<file path="src/rtl/frame_scheduler_pkg.sv">
// frame_scheduler_pkg
//   Shared types and constants for the per-frame update sequencer.
//   fs_state_t      : sequencer FSM states
//   SKIP_CNT_WIDTH  : width of the saturating skipped-trigger counter
package frame_scheduler_pkg;

    typedef enum logic [1:0] {
        FS_IDLE,
        FS_START,
        FS_WAIT
    } fs_state_t;

    localparam int SKIP_CNT_WIDTH = 8;
    localparam logic [SKIP_CNT_WIDTH-1:0] SKIP_CNT_MAX = '1;

endpackage

</file>
<file path="src/rtl/frame_scheduler_edge_detector.sv">
// edge_detector
//   Rising-edge detector built on a registered copy of the input.
//   The delayed copy is registered. The pulse is sig & ~sig_q, so it is high
//   in the same cycle that sig first reads high. The scheduler registers
//   every action it takes on this pulse, which keeps the block's outputs
//   one cycle behind the edge.
//   Ports:
//     clk  in  clock
//     rst  in  asynchronous active-high reset (clears the history to 0)
//     sig  in  level to watch
//     rise out one-cycle pulse on a 0->1 transition of sig
module edge_detector (
    input  logic clk,
    input  logic rst,
    input  logic sig,
    output logic rise
);

    logic sig_q;

    // Clearing to 0 on reset means a level already high at release
    // shows up as an edge on the first clock.
    always_ff @(posedge clk or posedge rst) begin
        if (rst) sig_q <= 1'b0;
        else     sig_q <= sig;
    end

    assign rise = sig & ~sig_q;

endmodule

</file>
<file path="src/rtl/frame_scheduler.sv">
// frame_scheduler
//   Runs a fixed chain of per-frame game update stages on every vsync
//   rising edge. It uses a start/done handshake with one stage at a time.
//   It flags stages that stall (timeout) and sequences still running when
//   active video resumes (overrun).
//   Ports:
//     clk_rgb        in   pixel clock
//     rst            in   asynchronous active-high reset
//     enable         in   0 drops new triggers; a running sequence completes
//     vs, de         in   timing from pixel_iterator
//     stage_done     in   per-stage completion pulse (only current idx used)
//     clear_flags    in   clears overrun/timeout (a same-cycle set wins)
//     stage_start    out  one-hot start pulse for the current stage
//     stage_idx      out  current/last stage index
//     busy           out  sequence in progress
//     overrun        out  sticky: de rose while busy
//     timeout        out  sticky: a stage was force-advanced
//     frame_count    out  completed sequences (wraps)
//     skipped_frames out  triggers ignored while busy (saturates)
module frame_scheduler
    import frame_scheduler_pkg::*;
#(
    parameter int N_STAGES        = 3,
    parameter int TIMEOUT_CYCLES  = 65535,
    parameter int FRAME_CNT_WIDTH = 16,
    localparam int IDX_W          = (N_STAGES > 1) ? $clog2(N_STAGES) : 1
) (
    input  logic                       clk_rgb,
    input  logic                       rst,
    input  logic                       enable,
    input  logic                       vs,
    input  logic                       de,
    input  logic [N_STAGES-1:0]        stage_done,
    input  logic                       clear_flags,
    output logic [N_STAGES-1:0]        stage_start,
    output logic [IDX_W-1:0]           stage_idx,
    output logic                       busy,
    output logic                       overrun,
    output logic                       timeout,
    output logic [FRAME_CNT_WIDTH-1:0] frame_count,
    output logic [SKIP_CNT_WIDTH-1:0]  skipped_frames
);

    localparam int CNT_W = $clog2(TIMEOUT_CYCLES + 1);
    localparam logic [CNT_W-1:0] CNT_LAST = CNT_W'(TIMEOUT_CYCLES - 1);
    localparam logic [IDX_W-1:0] LAST_IDX = IDX_W'(N_STAGES - 1);

    fs_state_t        state;
    logic [CNT_W-1:0] wait_cnt;

    logic vs_rise, de_rise;
    logic trig, in_seq;
    logic done_cur, cnt_hit, advance, last_stage;
    logic [IDX_W-1:0] next_idx;

    edge_detector u_vs_edge (
        .clk  (clk_rgb),
        .rst  (rst),
        .sig  (vs),
        .rise (vs_rise)
    );

    edge_detector u_de_edge (
        .clk  (clk_rgb),
        .rst  (rst),
        .sig  (de),
        .rise (de_rise)
    );

    assign trig       = vs_rise & enable;
    // Covers the final WAIT cycle as well, so a trigger that lands while
    // the FSM is returning to IDLE is counted as skipped, not started.
    assign in_seq     = (state != FS_IDLE);
    assign done_cur   = stage_done[stage_idx];
    assign cnt_hit    = (wait_cnt == CNT_LAST);
    assign advance    = (state == FS_WAIT) && (done_cur || cnt_hit);
    assign last_stage = (stage_idx == LAST_IDX);
    assign next_idx   = stage_idx + IDX_W'(1);

    // Sequencer. stage_done is only looked at in WAIT, so a done pulse
    // that coincides with its own start is lost by design.
    always_ff @(posedge clk_rgb or posedge rst) begin
        if (rst) begin
            state       <= FS_IDLE;
            stage_start <= '0;
            stage_idx   <= '0;
            busy        <= 1'b0;
            wait_cnt    <= '0;
            frame_count <= '0;
        end else begin
            stage_start <= '0;
            case (state)
                FS_IDLE: begin
                    if (trig) begin
                        state       <= FS_START;
                        stage_idx   <= '0;
                        stage_start <= N_STAGES'(1);
                        busy        <= 1'b1;
                    end
                end
                FS_START: begin
                    wait_cnt <= '0;
                    state    <= FS_WAIT;
                end
                FS_WAIT: begin
                    if (advance) begin
                        if (last_stage) begin
                            state       <= FS_IDLE;
                            busy        <= 1'b0;
                            frame_count <= frame_count + FRAME_CNT_WIDTH'(1);
                        end else begin
                            state       <= FS_START;
                            stage_idx   <= next_idx;
                            stage_start <= N_STAGES'(1) << next_idx;
                        end
                    end else begin
                        wait_cnt <= wait_cnt + CNT_W'(1);
                    end
                end
                default: begin
                    state <= FS_IDLE;
                    busy  <= 1'b0;
                end
            endcase
        end
    end

    // Sticky flags. A set event in the same cycle as clear_flags wins.
    // A done that arrives on the last allowed cycle counts as on time.
    always_ff @(posedge clk_rgb or posedge rst) begin
        if (rst) begin
            overrun <= 1'b0;
            timeout <= 1'b0;
        end else begin
            if (de_rise && in_seq)  overrun <= 1'b1;
            else if (clear_flags)   overrun <= 1'b0;

            if (advance && cnt_hit && !done_cur) timeout <= 1'b1;
            else if (clear_flags)                timeout <= 1'b0;
        end
    end

    // Triggers that arrive mid-sequence are counted, never queued.
    always_ff @(posedge clk_rgb or posedge rst) begin
        if (rst) begin
            skipped_frames <= '0;
        end else if (trig && in_seq && (skipped_frames != SKIP_CNT_MAX)) begin
            skipped_frames <= skipped_frames + SKIP_CNT_WIDTH'(1);
        end
    end

endmodule

</file>
<file path="config.mk">
export PLATFORM = sky130hd
export DESIGN_NAME = frame_scheduler
export DESIGN_NICKNAME = d
export VERILOG_FILES = /design/src/rtl/frame_scheduler_pkg.sv /design/src/rtl/frame_scheduler_edge_detector.sv /design/src/rtl/frame_scheduler.sv
export SDC_FILE = /design/constraint.sdc
export NUM_CORES = 1
export LEC_CHECK = 0
export CORE_MARGIN = 2
export CORE_UTILIZATION = 53
export DETAILED_ROUTE_END_ITERATION = 10
export GPL_TIMING_DRIVEN = 1
export PLACE_DENSITY_LB_ADDON = 0.05
export SLEW_MARGIN = 20
export SYNTH_ARGS = -nofsm -noshare
export SYNTH_HDL_FRONTEND = slang
export SYNTH_SLANG_ARGS = --single-unit
</file>
<file path="constraint.sdc">
create_clock -name clk_rgb -period 2.1 [get_ports clk_rgb]
set_input_delay 0.42 -clock clk_rgb [delete_from_list [all_inputs] [get_ports clk_rgb]]
set_output_delay 0.42 -clock clk_rgb [all_outputs]
set_load 0.03 [all_outputs]
</file>
# [Word-level counts from Yosys, hierarchy flattened]
# Cells that the tools add are included.
[word_totals] in_bits=9 ff_bits=52
[op_classes] reduce_logical=19 n_lt_le_gt_ge=1 n_eq_ne=10 n_bitwise=6 n_mux=23 shifts=1 n_addsub=4
[op_table] operator="adder 16 x 1 -> 16 bit (second input constant)" n=2
[op_table] operator="case mux 16 bit (2 select lines)" n=1
[op_table] operator="equality test 16 bit (second input constant)" n=1
[op_table] operator="two-way mux 16 bit" n=1
[op_table] operator="two-way mux 2 bit" n=5
[op_table] operator="!= test 2 bit (second input constant)" n=5
[op_table] operator="nonzero test 2 bit" n=5
[op_table] operator="two-way mux 1 bit" n=9
[op_table] operator="adder 8 x 1 -> 8 bit (second input constant)" n=1
[op_table] operator="!= test 8 bit (second input constant)" n=1
[op_table] operator="AND reduction 4 bit" n=2
[op_table] operator="logical AND 1 bit" n=6
[op_table] operator="two-way mux 3 bit" n=2
[op_table] operator="case mux 2 bit (3 select lines)" n=1
[op_table] operator="case mux 3 bit (2 select lines)" n=1
[op_table] operator="equality test 2 bit (second input constant)" n=2
[op_table] operator="case mux 2 bit (2 select lines)" n=1
[op_table] operator="AND reduction 2 bit" n=2
[op_table] operator="AND 1 bit" n=3
[op_table] operator="less-than comparator 2 x 3 -> 1 bit (second input constant)" n=1
[op_table] operator="inverter 1 bit" n=3
[op_table] operator="case mux 1 bit (3 select lines)" n=1
[op_table] operator="AND reduction 3 bit" n=1
[op_table] operator="left shift 1 x 2 -> 3 bit (first input constant)" n=1
[op_table] operator="6 further kinds" n=6

# [Depth between registers and ports, before layout]
[depth] depth_word=7 ltp_mapped=8 ltp_nobuf=7

# [Cells and area by module]
# A second synthesis with hierarchy kept.
[hier_totals] cells_unflattened=235 hier_area_um2=2516.2
[modules_own_cells] mod="frame_scheduler" area_per_inst_um2=2431.1 cells_each=229 instances=1 seq_area_each_um2=1251.2
[modules_own_cells] mod="edge_detector" area_per_inst_um2=42.5 cells_each=3 instances=2 seq_area_each_um2=25.0

# [Worst setup path before layout]
# OpenSTA, ideal clock, no wires.
[synth_timing] kind="register to register" startpoint="reg wait_cnt[0]" endpoint="reg frame_count[7]" setup_slack_ns=0.294 n_path_buf=1 stages_incl_launch_ff=9 t_arrival_ns=1.670 cell_sequence="dfrtp_1 > inv_1 > ha_1 > and4_1 > and4_1 > buf_6 > o21ai_4 > or3_1 > xnor2_1"
[synth_between] elab_chain_len=4
[synth_rtl] element="start: declaration" line="frame_scheduler.sv:49" rtl="logic [CNT_W-1:0] wait_cnt;"
[synth_rtl] element="start signal: assignment" line="frame_scheduler.sv:117" rtl="wait_cnt <= wait_cnt + CNT_W'(1);"
[synth_rtl] element="equality test 16 bit" line="frame_scheduler.sv:75" rtl="assign cnt_hit = (wait_cnt == CNT_LAST);"
[synth_rtl] element="logical OR 1 bit" line="frame_scheduler.sv:76" rtl="assign advance = (state == FS_WAIT) && (done_cur || cnt_hit);"
[synth_rtl] element="logical AND 1 bit" line="frame_scheduler.sv:76"
[synth_rtl] element="AND reduction 3 bit (no line)"
[synth_rtl] element="end signal: assignment" line="frame_scheduler.sv:110" rtl="frame_count <= frame_count + FRAME_CNT_WIDTH'(1);"
[synth_rtl] element="end: declaration" line="frame_scheduler.sv:40" rtl="output logic [FRAME_CNT_WIDTH-1:0] frame_count,"
# Every way passes these cells.
# A chain may end at the register's enable or synchronous reset.

# [Final worst setup path]
[layout_timing] startpoint="reg stage_idx[0]" endpoint="out stage_idx[0]"
[layout_lines] element="start: declaration" line="frame_scheduler.sv:36" rtl="output logic [IDX_W-1:0] stage_idx,"
[layout_lines] element="start signal: assignment" line="frame_scheduler.sv:113" rtl="stage_idx <= next_idx;"
# No word-level cell between the ends.

==> out/results.ini <==
[run_status]
status=completed

[worst_setup_path]
critPathTopFamily=buffers and inverters
crit_fanout=10
critPathCaptureType=output port
cp.depth=1
path_cells=clkdlybuf4s50_1
crit_buf_inv=1
start_kind=flop
arrival_ns=1.57
critPathRequiredTime_ns=1.68
r2r-end=frame_count[7]
crit_end=stage_idx[0]
reg2regPathDepth=6
reg2reg_from=wait_cnt[1]
worstSetupStartpoint=stage_idx[0]
critPathMaxStageDelay_ns=0.73
reg2reg_slack_ns=0.18
critPathKind=flop to output port
crit_path_top_delay_cell=clkdlybuf4s50_1

[synthesis]
synth_nets=249
synthTopCellsByArea=dfrtp_1, xnor2_1, ha_1, mux2i_1, nand2_1
syn_area_per_cell_um2=10.81
yosysSeqAreaShare=0.5187
ys_seq_elements=52
synth_edf_count=0
yosys.area.top_type=dfrtp_1
ys_async_sr_fraction=1.000
syn_inst=232
netlist_area_mm2=0.002509
ys.flop_type=dfrtp_1
yosys_warnings=0
synth_top_area_frac=0.5187
synth_cell_types=46

[routing]
wl_met1_mm=2.357
wirelength_mm=4.825
vias=1900
highest_layer=met4
wl_met2_mm=2.259
route.detailed.drc=0
drt_pass1_iterations=4
met3_length_um=160
wl_per_cell_um=14.11
via_per_inst=5.556
ant_nets=0
drt_iter0_drc=74

[placement]
dp_slack_ns=0.007778
place.gp.congestion=0.7980
portBuffers=40
post-place-cells=334
dp_hpwl_mm=3.568

[clock_network]
cts_made_buffers=5
tritoncts=yes
cts_resized=0
clock_path_buffers=2
clock_latency_ns=0.30
clkTransAtPathRegs_ns=0.10
postCtsHoldBufs=0
clock_sinks=52
htreeDepth=2
ctsRootBufferMaster=clkbuf_8
post-cts-setup-buffer-count=0

[sta]
fin_skew_ns=0.01503
tightest_slew_ns=0.5724
fmax_ghz=0.5023
fin_crit_sh=0.9480
worst_slack_ns=0.1091
maxSlewViolCount=0
max-slew-margin-rel=0.6184
rsz0062_at_grt=no
period_minus_slack_ns=1.991
hold_viol=0
setup_viol_count_final=0
holdWs_ns=0.3956

[pwr]
sw_frac_of_total=0.3638
clkPwrFrac=0.203
p_switching_mw=1.033
p_comb_frac=0.350
cellLeakagePower_nw=1.427
peakVddDrop_uv=588.5
p_int_mw=1.807
p_per_area_mw_per_mm2=902.9
p_seq_frac=0.447

[floorplan]
fp.dieW_um=72.80
die_h_um=72.80
core_mm2=0.004629
start_util=0.5419
num_rows=25
boundaryPins=41
dieArea_mm2=0.005300

[finish]
area_delta_synth_final_pct=25.39
layout-drive-gt1-share=0.1042
num-fill-cells=379
final_cells=342
layout.nets=304
fin_util=0.6795
antenna_cells=0

[grt]
antenna_found_initial=0
grtUsageTotal=0.1982
grt-ovfl-total=0
grt_first_pass_wirelength_mm=8.121
grt_pass1_vias=1748
grt_max_degree=38

[run]
drv_cap=0

[min_path]
holdCritPathClass=input pin to async pin

area by class of cell:
type	count	area, um2	share of cell area
flip-flops and latches	52	1301	0.4137
well taps	54	67.56	0.02148
clock buffers	7	86.33	0.02745
clock inverters	1	7.507	0.002387
multi-input cells	165	1142	0.3632
repair buffers	51	495.5	0.1575
inverters	12	45.04	0.01432
layout by cell type (no fill, tap or decap), types with 3 or more instances in the layout:
| cell | instances |
|---|---|
| nand3_1 | 16 |
| inv_1 | 11 |
| o21ai_0 | 7 |
| nand2_1 | 24 |
| clkdlybuf4s50_1 | 40 |
| xnor2_1 | 18 |
| nand4_1 | 12 |
| dfrtp_1 | 52 |
| clkbuf_8 | 6 |
| nor2_1 | 12 |
| mux2i_1 | 9 |
| buf_4 | 10 |
| and3_1 | 8 |
| ha_1 | 8 |
| and2_1 | 4 |
| nor3_1 | 3 |
| and4_1 | 4 |
| a21oi_1 | 3 |
| xor2_1 | 5 |
sequential cells by signal, indices dropped and copies added, names as in the netlist:
| name | flops |
|---|---|
| frame_count | 16 |
| stage_idx | 2 |
| stage_start | 3 |
| u_de_edge.sig_q | 1 |
| u_vs_edge.sig_q | 1 |
| state | 2 |
| busy | 1 |
| timeout | 1 |
| overrun | 1 |
| wait_cnt | 16 |
| skipped_frames | 8 |
worst min path at each step:
stage	startpoint	to	slack, ns	cells past startpoint
4_1_cts	rst	skipped_frames[4]	0.40	2
2_1_floorplan	u_de_edge.sig_q	overrun	0.42	1
3_3_place_gp	u_de_edge.sig_q	overrun	0.44	1
5_1_grt	rst	skipped_frames[3]	0.42	2
6_report	rst	skipped_frames[3]	0.40	2
3_5_place_dp	u_de_edge.sig_q	overrun	0.45	1
power by group through the flow:
stage / clock, mW / sequential, mW / combinational [mW]
floorplan: 0 / 1.45 / 0.421
global placement: 0 / 1.28 / 0.990
detailed placement: 0 / 1.29 / 0.996
CTS: 0.604 / 1.27 / 1.00
global route: 0.644 / 1.29 / 1.09
finish: 0.578 / 1.27 / 0.993
logic make-up after synthesis:
group	count (synthesis)	share of synthesized area
buf+inv	15	0.02593
flops	52	0.5187
compound gates	27	0.08330
fa+ha+maj	8	0.03990
simple gates	97	0.2115
mux	10	0.04040
xor+xnor	23	0.08030
stage by stage:
step | cell area, um2 | power (mW) | TNS (ns)
2_1_floorplan | 2509 | 1.869 | 0
3_3_place_gp | 3052 | 2.273 | -0.002941
3_5_place_dp | 3052 | 2.284 | 0
4_1_cts | 3146 | 2.876 | 0
5_1_grt | 3146 | 3.024 | 0
6_report | 3146 | 2.840 | 0
Yosys cell counts, types with 2 or more instances:
cell type	count
nand2_1	24
nand3_1	16
mux2i_1	9
or2_2	2
ha_1	8
and4_1	4
o211ai_1	2
nand4_1	12
and2_1	4
and3_1	8
nor3_1	3
o21ai_0	7
nand3b_1	2
xor2_1	5
xnor2_1	18
dfrtp_1	52
o41ai_1	2
o311ai_0	2
inv_1	12
nor2_1	12
a21oi_1	3
per-layer routing:
metal | vias to the layer above | track usage
li1 | 931 | -
met1 | 923 | 0.2858
met2 | 42 | 0.3040
met3 | 4 | 0.04282
met4 | 0 | 0.05556
met5 | - | 0
worst reg2reg max path: stages, from the launching register on:
cell     delay, ns
dfrtp_1       0.42
ha_1          0.18
and4_1        0.22
and4_1        0.38
o21ai_4       0.12
or3_1         0.37
xnor2_1       0.13
Note: power is estimated with default switching activity, not from simulation.
==> patch 1: new RTL, same settings <==
Put one more register stage on the output `overrun`, without a reset. The value now appears one clock later. The other outputs are not delayed to match. Comments in the files are not updated.
--- a/src/rtl/frame_scheduler.sv
+++ b/src/rtl/frame_scheduler.sv
@@ -44,6 +44,8 @@
     localparam int CNT_W = $clog2(TIMEOUT_CYCLES + 1);
     localparam logic [CNT_W-1:0] CNT_LAST = CNT_W'(TIMEOUT_CYCLES - 1);
     localparam logic [IDX_W-1:0] LAST_IDX = IDX_W'(N_STAGES - 1);
+
+    logic overrun_s0;
 
     fs_state_t        state;
     logic [CNT_W-1:0] wait_cnt;
@@ -129,11 +131,11 @@
     // A done that arrives on the last allowed cycle counts as on time.
     always_ff @(posedge clk_rgb or posedge rst) begin
         if (rst) begin
-            overrun <= 1'b0;
+            overrun_s0 <= 1'b0;
             timeout <= 1'b0;
         end else begin
-            if (de_rise && in_seq)  overrun <= 1'b1;
-            else if (clear_flags)   overrun <= 1'b0;
+            if (de_rise && in_seq)  overrun_s0 <= 1'b1;
+            else if (clear_flags)   overrun_s0 <= 1'b0;
 
             if (advance && cnt_hit && !done_cur) timeout <= 1'b1;
             else if (clear_flags)                timeout <= 1'b0;
@@ -149,5 +151,9 @@
         end
     end
 
+    always_ff @(posedge clk_rgb) begin
+        overrun <= overrun_s0;
+    end
+
 endmodule
 
Behaviour: not the same (Yosys sat finds a counterexample within 4 cycles, from zero or initial values and one cycle with rst high).
==> patch 1 against the unedited design <==
Setup slack improved by 0.037 ns; power rose by 0.40%; cell area rose by 0.20%; count of clock-buffer cells in the layout rose by 1; highest routed layer unchanged; utilization fell by 0.32 points; sequential cell count rose by 1; global-route usage fell by 0.18 points; critical path depth did not move; synthesized area rose by 0.80%; fmax rose by 1.9%; critical endpoint is now stage_idx[1]; routed wire length rose by 1.8%.
==> patch 1: results (changes against the unedited design) <==
| Metric | Value |
|---|---|
| Post-CTS Setup Bufs | `0 (unchanged)` |
| Clock Tree Root | `clkbuf_8` |
| Sequential fraction of the synthesis area | `0.523 (+0.00381)` |
| Top cells by count, synth | `dfrtp_1 (52), nand2_1 (24), xnor2_1 (18), nand3_1 (16)` |
| # nets final | `305 (+0.33%)` |
| Final WL | `4910 µm (+1.8%)` |
| GRT Util Overall | `0.196 (-0.00180)` |
| # diodes | `0 (unchanged)` |
| Biggest regs | `frame_count x16, wait_cnt x16, skipped_frames x8` |
| Vias in the first global route | `1,801 (+3.0%)` |
| Clock Path Buffers | `2 (unchanged)` |
| Clock Latency Late Sink | `0.30 ns (about the same)` |
| Drt drc | `0 (unchanged)` |
| Rel. slew slack | `0.610 (-0.00798)` |
| DR pass1 iterations | `5 (+1)` |
| WHS Path Cells | `0` |
| Crit-path max cell delay | `0.74 ns` |
| Synth top area cells | `dfrtp_1 (51%), xnor2_1 (6.2%), ha_1 (4.0%)` |
| Reg2Reg Depth | `6 (unchanged)` |
| Slowest CP cell | `clkdlybuf4s50_1` |
| Share of layout cells above drive strength 1 | `0.0969 (-0.00728)` |
| Hold Crit Class | `reg -> reg` |
| Syn_nets | `250 (+0.40%)` |
| Peak supply drop | `0.000441 V (-25%)` |
| Gpl congestion | `0.764 (-4.3%)` |
| TritonCTS Buffers | `5 (unchanged)` |
| Skew final | `0.00577 ns (-0.00926 ns)` |
| Post-DP HPWL | `3600 µm (+0.86%)` |
| YS warnings | `0 (unchanged)` |
| Largest net degree at the start of global routing | `38 (unchanged)` |
| CP Launch Point | `stage_idx[1]` |
| CTS clk-pin slew, worst paths | `0.09 ns` |
| Worst flop-to-flop path startpoint | `wait_cnt[1]` |
| Hold Path Origin | `overrun_s0` |
| H-Tree Depth | `2 (unchanged)` |
| Delay-heaviest family, CP | `buffers and inverters` |
| Distinct cells, synth | `47 (+2.2%)` |
| Global-route wire length before repair | `8250 µm (+1.6%)` |
| DR iter-0 viols | `104 (+41%)` |
| Initial antenna violation count | `0 (unchanged)` |
| Routed vias | `1,895 (-0.26%)` |
| Async SR Flop Fraction | `0.981 (-0.0189)` |
| Placed Area | `3070 µm² (+0.66%)` |
| Status | `finished clean` |
| Max FO, Critical Path | `7 (-3)` |
| Pleak | `1.43 nW (+0.21%)` |
| IO Port Bufs | `40 (unchanged)` |
| Post_cts resized | `0 (unchanged)` |
patch 1: logic make-up after synthesis:
kind of cell / after synthesis / share of synthesized area
AO/OA/AOI/OAI: 27 / 0.0826
XOR/XNOR: 23 / 0.0797
adder cells (fa/ha/maj): 8 / 0.0396
buffers and inverters: 15 / 0.0257
flip-flops: 53 / 0.523
multiplexers: 10 / 0.0401
AND/OR/NAND/NOR: 97 / 0.210
patch 1: final cells by class:
class | count | area (µm²)
clock buffer | 8 | 80.1
sequential | 53 | 1320
inverter | 12 | 45.0
tap | 54 | 67.6
timing repair buffer | 51 | 495
fill | 392 | 1510
multi-input combinational | 165 | 1140
patch 1: final timing paths:
path	end	slack [ns]
setup / recovery	stage_idx[1]	0.15
max in group asynchronous	frame_count[15]	1.18
hold reg to reg	overrun	0.37
min in group asynchronous	skipped_frames[7]	0.40
setup reg to reg	frame_count[7]	0.17
hold / removal	overrun	0.37
patch 1: where the power goes:
part | internal [mW] | switching [mW]
Combinational | 0.425 | 0.596
Clock | 0.238 | 0.308
Sequential | 1.15 | 0.134
Total | 1.81 | 1.04
patch 1: layer usage:
metal	routed length, µm	part of all wire	GRT usage
met1	2390	0.49	0.269
met2	2300	0.47	0.312
met3	164	0.033	0.0331
met5	0	0	0
met4	57	0.012	0.0741
patch 1: per-stage QoR:
stage / setup WS (ns) / std cells / power [mW] / util
2_1_floorplan: 0.294 / 233 / 1.90 / -
3_3_place_gp: -0.00424 / 335 / 2.31 / 0.659
3_5_place_dp: -0.0536 / 335 / 2.33 / 0.659
4_1_cts: 0.136 / 343 / 2.87 / 0.676
5_1_grt: 0.0277 / 343 / 3.03 / 0.676
6_report: 0.146 / 343 / 2.85 / 0.676
==> patch 2: new RTL, config.mk and constraints unchanged <==
Without the edit above. `N_STAGES`: 3 -> 6.
--- a/src/rtl/frame_scheduler.sv
+++ b/src/rtl/frame_scheduler.sv
@@ -20,7 +20,7 @@
 module frame_scheduler
     import frame_scheduler_pkg::*;
 #(
-    parameter int N_STAGES        = 3,
+    parameter int N_STAGES        = 6,
     parameter int TIMEOUT_CYCLES  = 65535,
     parameter int FRAME_CNT_WIDTH = 16,
     localparam int IDX_W          = (N_STAGES > 1) ? $clog2(N_STAGES) : 1
Ports: changed (resized stage_done, stage_idx and stage_start); port bits go from 41 to 48. The function was not compared with the original's and may differ.
==> patch 2 against the unedited design <==
Sequential cell count up 4; first-iteration DRC count grew 6.8%; cell area up 20%; power up 34%; utilization rose by 6.0 points; worst hold slack better by 0.049 ns; synthesized area increased by 12%; critical path depth increased by 6; setup slack lost 0.057 ns; routed wire length rose by 23%; critical endpoint is now wait_cnt[9]; largest cell class unchanged.
==> patch 2: results (changes against the unedited design) <==
| Metric | Value |
|---|---|
| M2 GR Usage | `0.339 (+0.0354)` |
| # nets final | `370 (+22%)` |
| Crit-path max cell delay | `0.47 ns (-0.26 ns)` |
| Switching Share | `0.389 (+0.0249)` |
| Arrival time worst endpoint | `2.29 ns (+0.72 ns)` |
| Largest net degree at the start of global routing | `57 (+50%)` |
| Met1 Track Usage GR | `0.281 (-0.00479)` |
| DR iter-0 viols | `79 (+6.8%)` |
| Distinct cells, synth | `51 (+11%)` |
| Hold Path Sink | `overrun` |
| # diodes | `0 (unchanged)` |
| Max FO, Critical Path | `7 (-3)` |
| Met3 global-route usage | `0.0376 (-0.00517)` |
| Pleak | `1.62 nW (+14%)` |
| Slew @ Worst Pin | `0.412 ns (-0.161 ns)` |
| GRT Util Overall | `0.207 (+0.00929)` |
| Reg2reg end | `wait_cnt[9]` |
| Top cells by count, synth | `dfrtp_1 (56), nand3_1 (20), nand2_1 (19), xnor2_1 (16), nand4_1 (15)` |
| CP Launch Point | `stage_done[5]` |
| Synth top area cells | `dfrtp_1 (50%), xnor2_1 (5.0%), ha_1 (4.4%)` |
| Logic gate share of total power | `0.444 (+0.094)` |
| Met3 WL | `222 µm (+39%)` |
| Clock Path Buffers | `2 (unchanged)` |
| Share of layout cells above drive strength 1 | `0.183 (+0.0792)` |
| Worst flop-to-flop path startpoint | `stage_idx[2]` |
| Gpl congestion | `0.817 (+2.3%)` |
| Global-route wire length before repair | `10,000 µm (+24%)` |
| Post-DP HPWL | `4260 µm (+19%)` |
| IO Port Bufs | `47 (+18%)` |
| Clock power frac | `0.183 (-0.020)` |
| Reg-to-reg slack, setup | `0.07 ns (-0.11 ns)` |
| PwrDens | `1010 nW/µm² (+11%)` |
| Skew final | `0.0114 ns (-0.00362 ns)` |
| Status | `finished clean` |
| Syn_nets | `289 (+16%)` |
| Met2 WL | `2960 µm (+31%)` |
| Fillers | `389 (+2.6%)` |
| Met1 WL | `2740 µm (+16%)` |
| Vias per cell | `5.43 (-2.2%)` |
| Final hold viol count | `0 (unchanged)` |
| Hold Crit Class | `reg -> reg` |
| Min Hold Slack | `0.445 ns (+0.0490 ns)` |
| Vias in the first global route | `2,164 (+24%)` |
| Slowest CP cell | `or4_1` |
## patch 2: cell families (layout without fill, tap and decap cells)
kind of cell             count (synthesis)  after routing  share of synthesized area
AO/OA/AOI/OAI                           41             41                     0.0986
XOR/XNOR                                25             25                     0.0777
adder cells (fa/ha/maj)                 10             10                     0.0444
buffers and inverters                   21            102                     0.0333
flip-flops                              56             56                      0.498
multiplexers                             7              7                     0.0284
AND/OR/NAND/NOR                        107            108                      0.220
## patch 2: final cells by class
class,count,area share
Clock buffer,6,0.0192
Sequential cell,56,0.372
Tap cell,70,0.0232
Clock inverter,2,0.00927
Inverter,14,0.0139
Multi-Input combinational cell,191,0.366
Timing Repair Buffer,80,0.197
## patch 2: timing repair
item | in CTS | in global routing
pin swaps | 0 | 8
gates resized for setup | 1 | 12
setup endpoints to repair | 3 | 20
buffers inserted | 0 | 1
cloned | 0 | 1
## patch 2: worst max path at each step
| stage | cells after the start | endpoint | slack [ns] |
|---|---|---|---|
| after floorplan | 7 | wait_cnt[4] | -0.05 |
| after global placement | 7 | wait_cnt[4] | -0.24 |
| after detailed placement | 7 | wait_cnt[4] | -0.26 |
| after CTS | 7 | frame_count[1] | 0.05 |
| after global routing | 6 | wait_cnt[4] | -0.05 |
| final | 7 | wait_cnt[9] | 0.05 |
## patch 2: per-stage QoR
step           setup slack (ns)  TNS, ns  instances  power (mW)  cell area, µm²
6_report                 0.0526        0        419        3.80            3780
5_1_grt                 -0.0503   -0.223        419        4.06            3780
4_1_cts                  0.0503        0        417        3.73            3710
3_5_place_dp             -0.262    -6.46        409        3.02            3600
3_3_place_gp             -0.238    -5.29        409        3.00            3600
2_1_floorplan           -0.0480  -0.0890        267        2.38            2830
